$ cat src/rtl/fwd_scoreboard_unit.sv
`default_nettype none
// ============================================================================
// Module   : fwd_scoreboard_unit
// Brief    : Operand forwarding select and load-use stall generation for the
//            integer pipeline, with a saturating stall-cycle counter.
// Revision : 1.0 - initial release
// ============================================================================
module fwd_scoreboard_unit #(
    parameter int REG_AW     = 5,
    parameter int NUM_SRC    = 2,
    parameter int DEPTH      = 2,
    parameter int LOAD_STAGE = 1,
    parameter int SEL_W      = $clog2(DEPTH + 1)
) (
    input  logic                        clk,
    input  logic                        rst_n,
    input  logic                        ex_valid,
    input  logic [REG_AW-1:0]           ex_rd,
    input  logic                        ex_regwrite,
    input  logic                        ex_is_load,
    input  logic [NUM_SRC*REG_AW-1:0]   ex_src,
    input  logic                        hold,
    input  logic                        flush_ex,
    output logic [NUM_SRC*SEL_W-1:0]    forward_sel,
    output logic                        stall_req,
    output logic [15:0]                 stall_cycles
);

    localparam logic [15:0] C_CNT_MAX = 16'hFFFF;

    // Tracked producers: entry 0 is EX/MEM, entry DEPTH-1 is just before writeback.
    logic [DEPTH-1:0]  valid_q, valid_d;
    logic [DEPTH-1:0]  load_q,  load_d;
    logic [REG_AW-1:0] rd_q [DEPTH];
    logic [REG_AW-1:0] rd_d [DEPTH];
    logic [15:0]       stall_cycles_q, stall_cycles_d;
    logic [NUM_SRC-1:0] src_stall;
    logic               ex_records;

    generate
        for (genvar s = 0; s < NUM_SRC; s++) begin : g_src
            logic [REG_AW-1:0] src;
            logic [SEL_W-1:0]  sel;
            logic              stall;

            assign src = ex_src[s*REG_AW +: REG_AW];

            // Walk from oldest to youngest so the youngest match overwrites the result;
            // an unready youngest load hides any older ready producer.
            always_comb begin
                sel   = '0;
                stall = 1'b0;
                for (int k = DEPTH - 1; k >= 0; k--) begin
                    if (valid_q[k] && (rd_q[k] == src) && (src != '0)) begin
                        if (load_q[k] && (k < LOAD_STAGE)) begin
                            sel   = '0;
                            stall = 1'b1;
                        end else begin
                            sel   = SEL_W'(k + 1);
                            stall = 1'b0;
                        end
                    end
                end
            end

            assign forward_sel[s*SEL_W +: SEL_W] = sel;
            assign src_stall[s]                  = stall;
        end
    endgenerate

    assign stall_req  = ex_valid && (|src_stall);
    assign ex_records = ex_valid && ex_regwrite && (ex_rd != '0) && !stall_req && !flush_ex;

    // Shift the producer pipeline and count stall cycles unless frozen by hold.
    always_comb begin
        valid_d        = valid_q;
        load_d         = load_q;
        rd_d           = rd_q;
        stall_cycles_d = stall_cycles_q;
        if (!hold) begin
            for (int k = DEPTH - 1; k >= 1; k--) begin
                valid_d[k] = valid_q[k-1];
                load_d[k]  = load_q[k-1];
                rd_d[k]    = rd_q[k-1];
            end
            valid_d[0] = ex_records;
            load_d[0]  = ex_is_load;
            rd_d[0]    = ex_rd;
            if (stall_req && (stall_cycles_q != C_CNT_MAX)) begin
                stall_cycles_d = stall_cycles_q + 16'd1;
            end
        end
    end

    // State registers with asynchronous clear.
    always_ff @(posedge clk or negedge rst_n) begin
        if (!rst_n) begin
            valid_q        <= '0;
            load_q         <= '0;
            stall_cycles_q <= '0;
            for (int k = 0; k < DEPTH; k++) begin
                rd_q[k] <= '0;
            end
        end else begin
            valid_q        <= valid_d;
            load_q         <= load_d;
            rd_q           <= rd_d;
            stall_cycles_q <= stall_cycles_d;
        end
    end

    assign stall_cycles = stall_cycles_q;

endmodule
`default_nettype wire

$ cat config.mk
export PLATFORM = sky130hd
export DESIGN_NAME = fwd_scoreboard_unit
export DESIGN_NICKNAME = d
export VERILOG_FILES = /design/src/rtl/fwd_scoreboard_unit.sv
export SDC_FILE = /design/constraint.sdc
export NUM_CORES = 1
export LEC_CHECK = 0
export CAP_MARGIN = 20
export CELL_PAD_IN_SITES_DETAIL_PLACEMENT = 1
export CELL_PAD_IN_SITES_GLOBAL_PLACEMENT = 1
export CORE_MARGIN = 2
export CORE_UTILIZATION = 47
export CTS_CLUSTER_SIZE = 14
export DETAILED_ROUTE_END_ITERATION = 6
export DONT_BUFFER_PORTS = 1
export HOLD_SLACK_MARGIN = 0.02
export PLACE_DENSITY = 0.79
export SYNTH_ARGS = -nofsm -noshare
export SYNTH_HDL_FRONTEND = slang
export SYNTH_SLANG_ARGS = --single-unit
$ cat constraint.sdc
create_clock -name clk -period 2.65 [get_ports clk]
set_input_delay 0.53 -clock clk [delete_from_list [all_inputs] [get_ports clk]]
set_output_delay 0.53 -clock clk [all_outputs]
set_load 0.01 [all_outputs]
==> results.json, run 1 <==
{
  "clock_skew_ps": 10.7,
  "start_kind": "flip-flop",
  "holdPathStages": 2,
  "grt_pass1_vias": 1320,
  "drcViolationCount": 0,
  "fp.dieW_um": 62.4,
  "floorplan.initialDensity_pct": 48.4,
  "grt_max_degree": 30,
  "clock_sinks": 29,
  "gr-total-overflow": 0,
  "postPlaceCellArea_mm2": 0.00164,
  "die_area_mm2": 0.00389,
  "yosysSeqAreaShare_pct": 45.3,
  "first_pass_iters": 2,
  "hpwl_um": 2860,
  "p_leak_nw": 0.678,
  "synth_seq_cells": 29,
  "synth_flop_cell": "dfrtp_1",
  "power_density_mw_per_mm2": 506,
  "h-tree-depth": 2,
  "fin_area_mm2": 0.00173,
  "path_class": "reg -> out",
  "swShare_pct": 24.8,
  "period_share_pct": 90.1,
  "grt_usage_pct": 20.8,
  "post_cts_buffers": 0,
  "ys_async_sr_fraction_pct": 100,
  "path_clk_slew_ps": 90,
  "p_int_w": 0.000656,
  "syn_area_mm2": 0.00160,
  "instances_no_fill": 193,
  "hold_violations": 0,
  "ir_drop_mv": 0.260,
  "outcome": "finished clean",
  "hp-class": "in -> reg",
  "wl_um": 3590,
  "seq_power_share_pct": 57.1,
  "antenna_found_initial": 0,
  "power_w": 0.000872,
  "rsz0062_at_grt": "no",
  "p_sw_w": 0.000216,
  "cts_buffers": 5,
  "end_kind": "output pin",
  "rows": 21,
  "clk_latency_ps": 320,
  "port_buffers": 0,
  "fill_cells": 368,
  "max_freq_mhz": 419,
  "worstPathRequired_ps": 2120,
  "syn_to_final_growth_pct": 7.73,
  "synth_area_per_cell_um2": 11.3,
  "placed_cells": 184,
  "clock-root-buffer": "clkbuf_4",
  "setup_viol": 0,
  "wl_per_cell_um": 18.6,
  "num_antenna_cells": 0,
  "antenna_left": 0,
  "worst_pin_slew_ps": 652,
  "slew_headroom_pct": 56.2,
  "final_nets": 170,
  "globalplace.congestion": 0.954,
  "clockBufferDepth": 2,
  "reg2reg_depth": 6,
  "cp.arrival_ps": 1860,
  "drv_cap": 0,
  "drive_gt1_share_pct": 21.8,
  "cts_tree": "done",
  "synth_cell_types": 30,
  "boundaryPins": 43,
  "syn_nets": 165,
  "min_period_ps": 2390,
  "die_height_um": 62.4,
  "drt_iter0_markers": 26,
  "synthCells": 142,
  "grt_pass1_wl_um": 6260,
  "synth_edf_count": 0,
  "finalSetupTns_ps": 0,
  "num_vias": 1114,
  "slew_viol_final": 0,
  "combPwrFrac_pct": 12.7,
  "critPathMaxFanout": 6,
  "yosysWarnings": 0,
  "pwr-share-clk_pct": 30.2,
  "viasPerCell": 5.77,
  "design.core.area_mm2": 0.00331
}
-- cell families (layout without fill, tap and decap cells) --
| kind of cell | Yosys count | after routing | share of synthesized area (%) |
|---|---|---|---|
| fa+ha+maj | 1 | 1 | 0.781 |
| compound gates | 3 | 3 | 1.33 |
| xor+xnor | 35 | 35 | 19.1 |
| simple gates | 54 | 54 | 21.6 |
| buf+inv | 7 | 12 | 2.66 |
| flops | 29 | 29 | 45.3 |
| mux | 13 | 13 | 9.14 |
-- repair_timing --
action,CTS,global route
hold buffers,2,0
gates resized for setup,0,1
hold endpoints to repair,29,0
setup endpoints to repair,0,1
-- registers in the layout, indices dropped and copies added, names as in the netlist --
register,cells
load_q,1
rd_q,10
stall_cycles,16
valid_q,2
-- critical path, stage by stage (launching register included) --
cell	delay, ps
dfrtp_1	430
xnor2_1	240
nand4_1	180
nor3_2	200
or2_1	250
nor2b_4	240
-- layout make-up --
| type | count | area, um^2 | share of cell area [%] |
|---|---|---|---|
| clock buffer | 7 | 55.1 | 3.19 |
| timing repair buffer | 4 | 45.0 | 2.61 |
| tap | 46 | 57.6 | 3.34 |
| multi-input combinational | 106 | 838 | 48.6 |
| inverter | 1 | 3.75 | 0.218 |
| sequential | 29 | 726 | 42.1 |
-- final timing paths --
| check | endpoint | slack, ps | start |
|---|---|---|---|
| setup / recovery | stall_req | 260 | rd_q[9]$_DFFE_PN0N_ |
| hold / removal | valid_q[0]$_DFFE_PN0N_ | 340 | hold |
| setup reg to reg | stall_cycles[1]$_DFFE_PN0P_ | 470 | stall_cycles[3]$_DFFE_PN0P_ |
| hold reg to reg | valid_q[1]$_DFFE_PN0N_ | 550 | valid_q[1]$_DFFE_PN0N_ |
| max in group asynchronous | rd_q[4]$_DFFE_PN0N_ | 1820 | rst_n |
| min in group asynchronous | valid_q[0]$_DFFE_PN0N_ | 650 | rst_n |
-- metal layers --
metal  GRT usage (%)  share of wire (%)
met5               0                  0
met2            34.1                 51
met3            7.93                6.3
met4            11.1                2.0
met1            23.4                 40
-- placed cells by master (no fill, tap or decap), drive strengths merged --
master / count
xnor2: 35
dfrtp: 29
mux2: 13
nand2: 11
nand4: 9
nand3: 9
clkbuf: 7
nor4: 4
and3: 4
or4: 4
nor2: 4
nor3: 4
buf: 3
and4: 2
o21ai: 2
or2: 1
nor2b: 1
o21a: 1
nand4b: 1
inv: 1
ha: 1
dlygate4sd3: 1
-- per-stage QoR --
step | util, % | setup slack, ps | hold WS (ps)
detailed placement | 49.4 | 355 | 235
finish | 52.1 | 262 | 336
floorplan | - | 414 | 234
global placement | 49.4 | 414 | 235
CTS | 52.0 | 167 | 328
global route | 52.1 | 97.1 | 327
-- synth_stat cells, types with 3 or more instances --
| library cell | instances | share of area [%] |
|---|---|---|
| nor3_1 | 3 | 0.94 |
| clkbuf_1 | 3 | 0.70 |
| nand2_1 | 9 | 2.1 |
| xnor2_1 | 35 | 19 |
| dfrtp_1 | 29 | 45 |
| and3_1 | 4 | 1.6 |
| nand4_1 | 9 | 3.5 |
| nand3_1 | 8 | 2.5 |
| mux2_2 | 12 | 8.4 |
| nor4_1 | 4 | 1.6 |
-- power by group through the flow --
stage	Combinational, W	Sequential (W)	Clock, W
final	0.000111	0.000498	0.000263
after global routing	0.000121	0.000503	0.000294
after CTS	0.000112	0.000499	0.000275
after detailed placement	0.0000975	0.000508	0
after global placement	0.0000889	0.000505	0
after floorplan	0.0000863	0.000498	0
Power figures use the tool's default switching activity.
==> run 2: changes to the inputs <==
CORE_MARGIN = 3   (was 2)
==> results.json, run 2 (synthesis gave the netlist of run 1 again) <==
{
  "grt_pass1_vias": 1303,
  "fp.dieW_um": 64.4,
  "placed_cells": 182,
  "start_kind": "flip-flop",
  "cts_buffers": 5,
  "fin_hold_ws_ps": 325,
  "grt_usage_pct": 20.7,
  "mostFrequentLayoutCell": "xnor2_1",
  "num_vias": 1115,
  "first_pass_iters": 4,
  "clock_skew_ps": 5.40,
  "cts_tree": "done",
  "slew_viol_final": 0,
  "power_density_mw_per_mm2": 515,
  "clock_sinks": 29,
  "largest_register_ffs": 16,
  "drt_iter0_markers": 58,
  "clock-root-buffer": "clkbuf_4",
  "die_area_mm2": 0.00414,
  "final_nets": 170,
  "antenna_found_initial": 0,
  "grt_max_degree": 30,
  "cp.arrival_ps": 1850,
  "clk_latency_ps": 320,
  "outcome": "finished clean",
  "design.core.area_mm2": 0.00315,
  "finalSetupTns_ps": 0,
  "min_period_ps": 2380,
  "worstPathRequired_ps": 2120,
  "end_kind": "output pin",
  "floorplan.initialDensity_pct": 50.8,
  "max_freq_mhz": 420,
  "critPathMaxFanout": 6,
  "post_cts_buffers": 0,
  "path_class": "reg -> out",
  "multiInputGateArea_um2": 836,
  "clockBufferDepth": 2,
  "wl_um": 3930,
  "hp-class": "in -> reg",
  "hpwl_um": 3020,
  "rsz0062_at_grt": "no",
  "fill_cells": 353,
  "slew_headroom_pct": 62.3,
  "globalplace.congestion": 0.740,
  "syn_to_final_growth_pct": 7.42,
  "post-route-util_pct": 54.6,
  "worst_pin_slew_ps": 561,
  "setup_viol": 0,
  "h-tree-depth": 2,
  "area.sequential_um2": 726,
  "die_height_um": 64.4,
  "power_w": 0.000887,
  "boundaryPins": 43,
  "grt_pass1_wl_um": 6460,
  "wl_per_cell_um": 20.6,
  "rows": 20,
  "drv_cap": 0,
  "antenna_left": 0,
  "drcViolationCount": 0,
  "drive_gt1_share_pct": 21.8,
  "port_buffers": 0,
  "ir_drop_mv": 0.270,
  "instances_no_fill": 191,
  "num_antenna_cells": 0,
  "final_cell_mix": "xnor2_1 (35), dfrtp_1 (29), mux2_2 (12)",
  "viasPerCell": 5.84,
  "p_leak_nw": 0.678,
  "hold_violations": 0,
  "gr-total-overflow": 0,
  "period_share_pct": 89.8,
  "path_clk_slew_ps": 90
}
-- run 2: final timing paths --
kind | from | slack [ps] | endpoint | cells after the start
max in group asynchronous | rst_n | 1850 | rd_q[5]$_DFFE_PN0N_ | 2
worst min register to register | valid_q[1]$_DFFE_PN0N_ | 550 | valid_q[1]$_DFFE_PN0N_ | 1
worst min-delay path | hold | 330 | valid_q[0]$_DFFE_PN0N_ | 2
worst max register to register | stall_cycles[11]$_DFFE_PN0P_ | 430 | stall_cycles[1]$_DFFE_PN0P_ | 6
worst max-delay path | rd_q[6]$_DFFE_PN0N_ | 270 | stall_req | 5
min in group asynchronous | rst_n | 640 | stall_cycles[13]$_DFFE_PN0P_ | 2
-- run 2: stage by stage --
stage / instance area (um^2) / setup slack, ps
finish: 1720 / 270
global route: 1720 / 108
CTS: 1720 / 208
detailed placement: 1630 / 381
global placement: 1630 / 396
floorplan: 1600 / 414
-- run 2: report_power, final --
part / switching [W] / internal, W
clock: 0.000146 / 0.000125
combinational: 0.0000480 / 0.0000649
sequential: 0.0000358 / 0.000466
-- run 2: layer usage --
layer | vias to the layer above | global-route usage, % | routed length (um)
met5 | - | 0 | 0
met4 | 0 | 6.86 | 82
met3 | 9 | 8.08 | 213
met2 | 41 | 36.0 | 2080
met1 | 553 | 23.1 | 1560
li1 | 512 | - | -
-- run 2: cell type report --
cell class,instances,share of cell area [%]
clock buffer,7,3.20
inverter,1,0.218
multi-input combinational,106,48.6
sequential,29,42.2
tap,44,3.20
timing repair buffer,4,2.62
-- run 2: timing repair --
item	CTS	global route
resized for setup	0	1
hold buffers	2	0
hold endpoints to repair	29	0
setup endpoints to repair	0	1
-- run 2: critical path, stage by stage (launching register included) --
cell and delay [ps]:
dfrtp_1 470, xnor2_1 210, nand4_1 140, nor3_1 280
or2_4 220, nor2b_4 210
==> run 3: changes to the inputs <==
clock period = 2.6 ns   (was 2.65 ns; I/O delays follow)
==> results.json, run 3 (synthesis gave the netlist of run 1 again) <==
{
  "die_height_um": 64.4,
  "path_clk_slew_ps": 100,
  "worst_pin_slew_ps": 566,
  "clock_skew_ps": 6.87,
  "placed_cells": 183,
  "globalplace.congestion": 0.751,
  "gr-total-overflow": 0,
  "slew_headroom_pct": 61.9,
  "post-route-util_pct": 56.0,
  "outcome": "finished clean",
  "cts_buffers": 5,
  "fin_area_mm2": 0.00176,
  "clock_sinks": 29,
  "min_period_ps": 2370,
  "crit_chain": "xnor2_1 > nand4_1 > nor3_2 > or2_1 > nor2b_4",
  "m1WireLength_um": 1560,
  "rsz0062_at_grt": "no",
  "final_nets": 171,
  "antenna_found_initial": 0,
  "setup_viol": 0,
  "clock-root-buffer": "clkbuf_4",
  "fp.dieW_um": 64.4,
  "antenna_left": 0,
  "port_buffers": 0,
  "drcViolationCount": 0,
  "clockBufferDepth": 2,
  "hold_violations": 0,
  "ir_drop_mv": 0.264,
  "slowest_delay_ps": 460,
  "drt_iter0_markers": 33,
  "end_kind": "output pin",
  "drive_gt1_share_pct": 23.5,
  "timing.critical_path.buf_inv": 0,
  "area.sequential_um2": 726,
  "post_cts_buffers": 0,
  "boundaryPins": 43,
  "slew_viol_final": 0,
  "floorplan.initialDensity_pct": 50.8,
  "cp.arrival_ps": 1850,
  "wl_met2_um": 1840,
  "r2r_slack_ps": 520,
  "mostFrequentLayoutCell": "xnor2_1",
  "hp-class": "in -> reg",
  "h-tree-depth": 2,
  "critPathMaxFanout": 6,
  "power_density_mw_per_mm2": 576,
  "first_pass_iters": 4,
  "p_leak_nw": 0.697,
  "max_freq_mhz": 421,
  "final_cell_mix": "xnor2_1 (35), dfrtp_1 (29), mux2_2 (12)",
  "grt_max_degree": 30,
  "worstPathRequired_ps": 2080,
  "cp_slowest_cell": "dfrtp_1",
  "start_kind": "flip-flop",
  "critPathTopFamily": "simple AND/OR/NAND/NOR gates",
  "grt_pass1_wl_um": 6220,
  "fin_hold_ws_ps": 315,
  "path_class": "reg -> out",
  "drv_cap": 0,
  "fill_cells": 356,
  "die_area_mm2": 0.00414,
  "postPlaceCellArea_mm2": 0.00164,
  "design.core.area_mm2": 0.00315,
  "met3WireLength_um": 240,
  "wl_um": 3680,
  "hpwl_um": 2950,
  "num_antenna_cells": 0,
  "clk_latency_ps": 330,
  "largest_register_ffs": 16,
  "wl_per_cell_um": 19.1,
  "num_vias": 1094,
  "multiInputGateArea_um2": 838,
  "grt_usage_pct": 19.6,
  "period_share_pct": 91.3,
  "cts_tree": "done",
  "instances_no_fill": 193,
  "grt_pass1_vias": 1260,
  "rows": 20,
  "top_layer_used": "met4",
  "syn_to_final_growth_pct": 10.2,
  "finalSetupTns_ps": 0,
  "viasPerCell": 5.67
}
==> run 3: final timing paths <==
path                                              startpoint                            to  cells past startpoint
worst max-delay path                     rd_q[6]$_DFFE_PN0N_                     stall_req                      5
min in group asynchronous                              rst_n           rd_q[0]$_DFFE_PN0N_                      2
worst max register to register   stall_cycles[0]$_DFFE_PN0P_   stall_cycles[5]$_DFFE_PN0P_                      7
max in group asynchronous                              rst_n  stall_cycles[12]$_DFFE_PN0P_                      2
worst min-delay path                                    hold        valid_q[0]$_DFFE_PN0N_                      2
worst min register to register  stall_cycles[13]$_DFFE_PN0P_  stall_cycles[13]$_DFFE_PN0P_                      1
==> run 3: layout make-up <==
| cell class | instances | share of cell area (%) |
|---|---|---|
| Timing Repair Buffer | 5 | 2.98 |
| Sequential cell | 29 | 41.1 |
| Multi-Input combinational cell | 106 | 47.5 |
| Inverter | 1 | 0.213 |
| Clock buffer | 6 | 2.91 |
| Clock inverter | 2 | 2.13 |
| Tap cell | 44 | 3.12 |
==> run 3: timing repair <==
action / in CTS / in global routing
setup endpoints to repair: 0 / 1
hold buffers: 2 / 0
hold endpoints to repair: 29 / 0
gates resized for setup: 0 / 1
==> run 3: per-layer routing <==
| metal | vias up | GRT usage, % |
|---|---|---|
| met5 | - | 0 |
| met4 | 0 | 5.01 |
| met3 | 5 | 8.08 |
| met2 | 35 | 31.7 |
| met1 | 544 | 24.0 |
| li1 | 510 | - |
==> run 3: where the power goes <==
part           leakage [nW]  internal, W  switching, W
registers             0.379     0.000475     0.0000356
logic                 0.273    0.0000663     0.0000421
clock network        0.0445     0.000228      0.000168
==> run 3: per-stage QoR <==
| step | total power (W) | setup slack, ps |
|---|---|---|
| final | 0.00102 | 227 |
| after global routing | 0.00106 | 29.0 |
| after CTS | 0.00102 | 163 |
| after detailed placement | 0.000615 | 343 |
| after global placement | 0.000606 | 369 |
| after floorplan | 0.000596 | 384 |
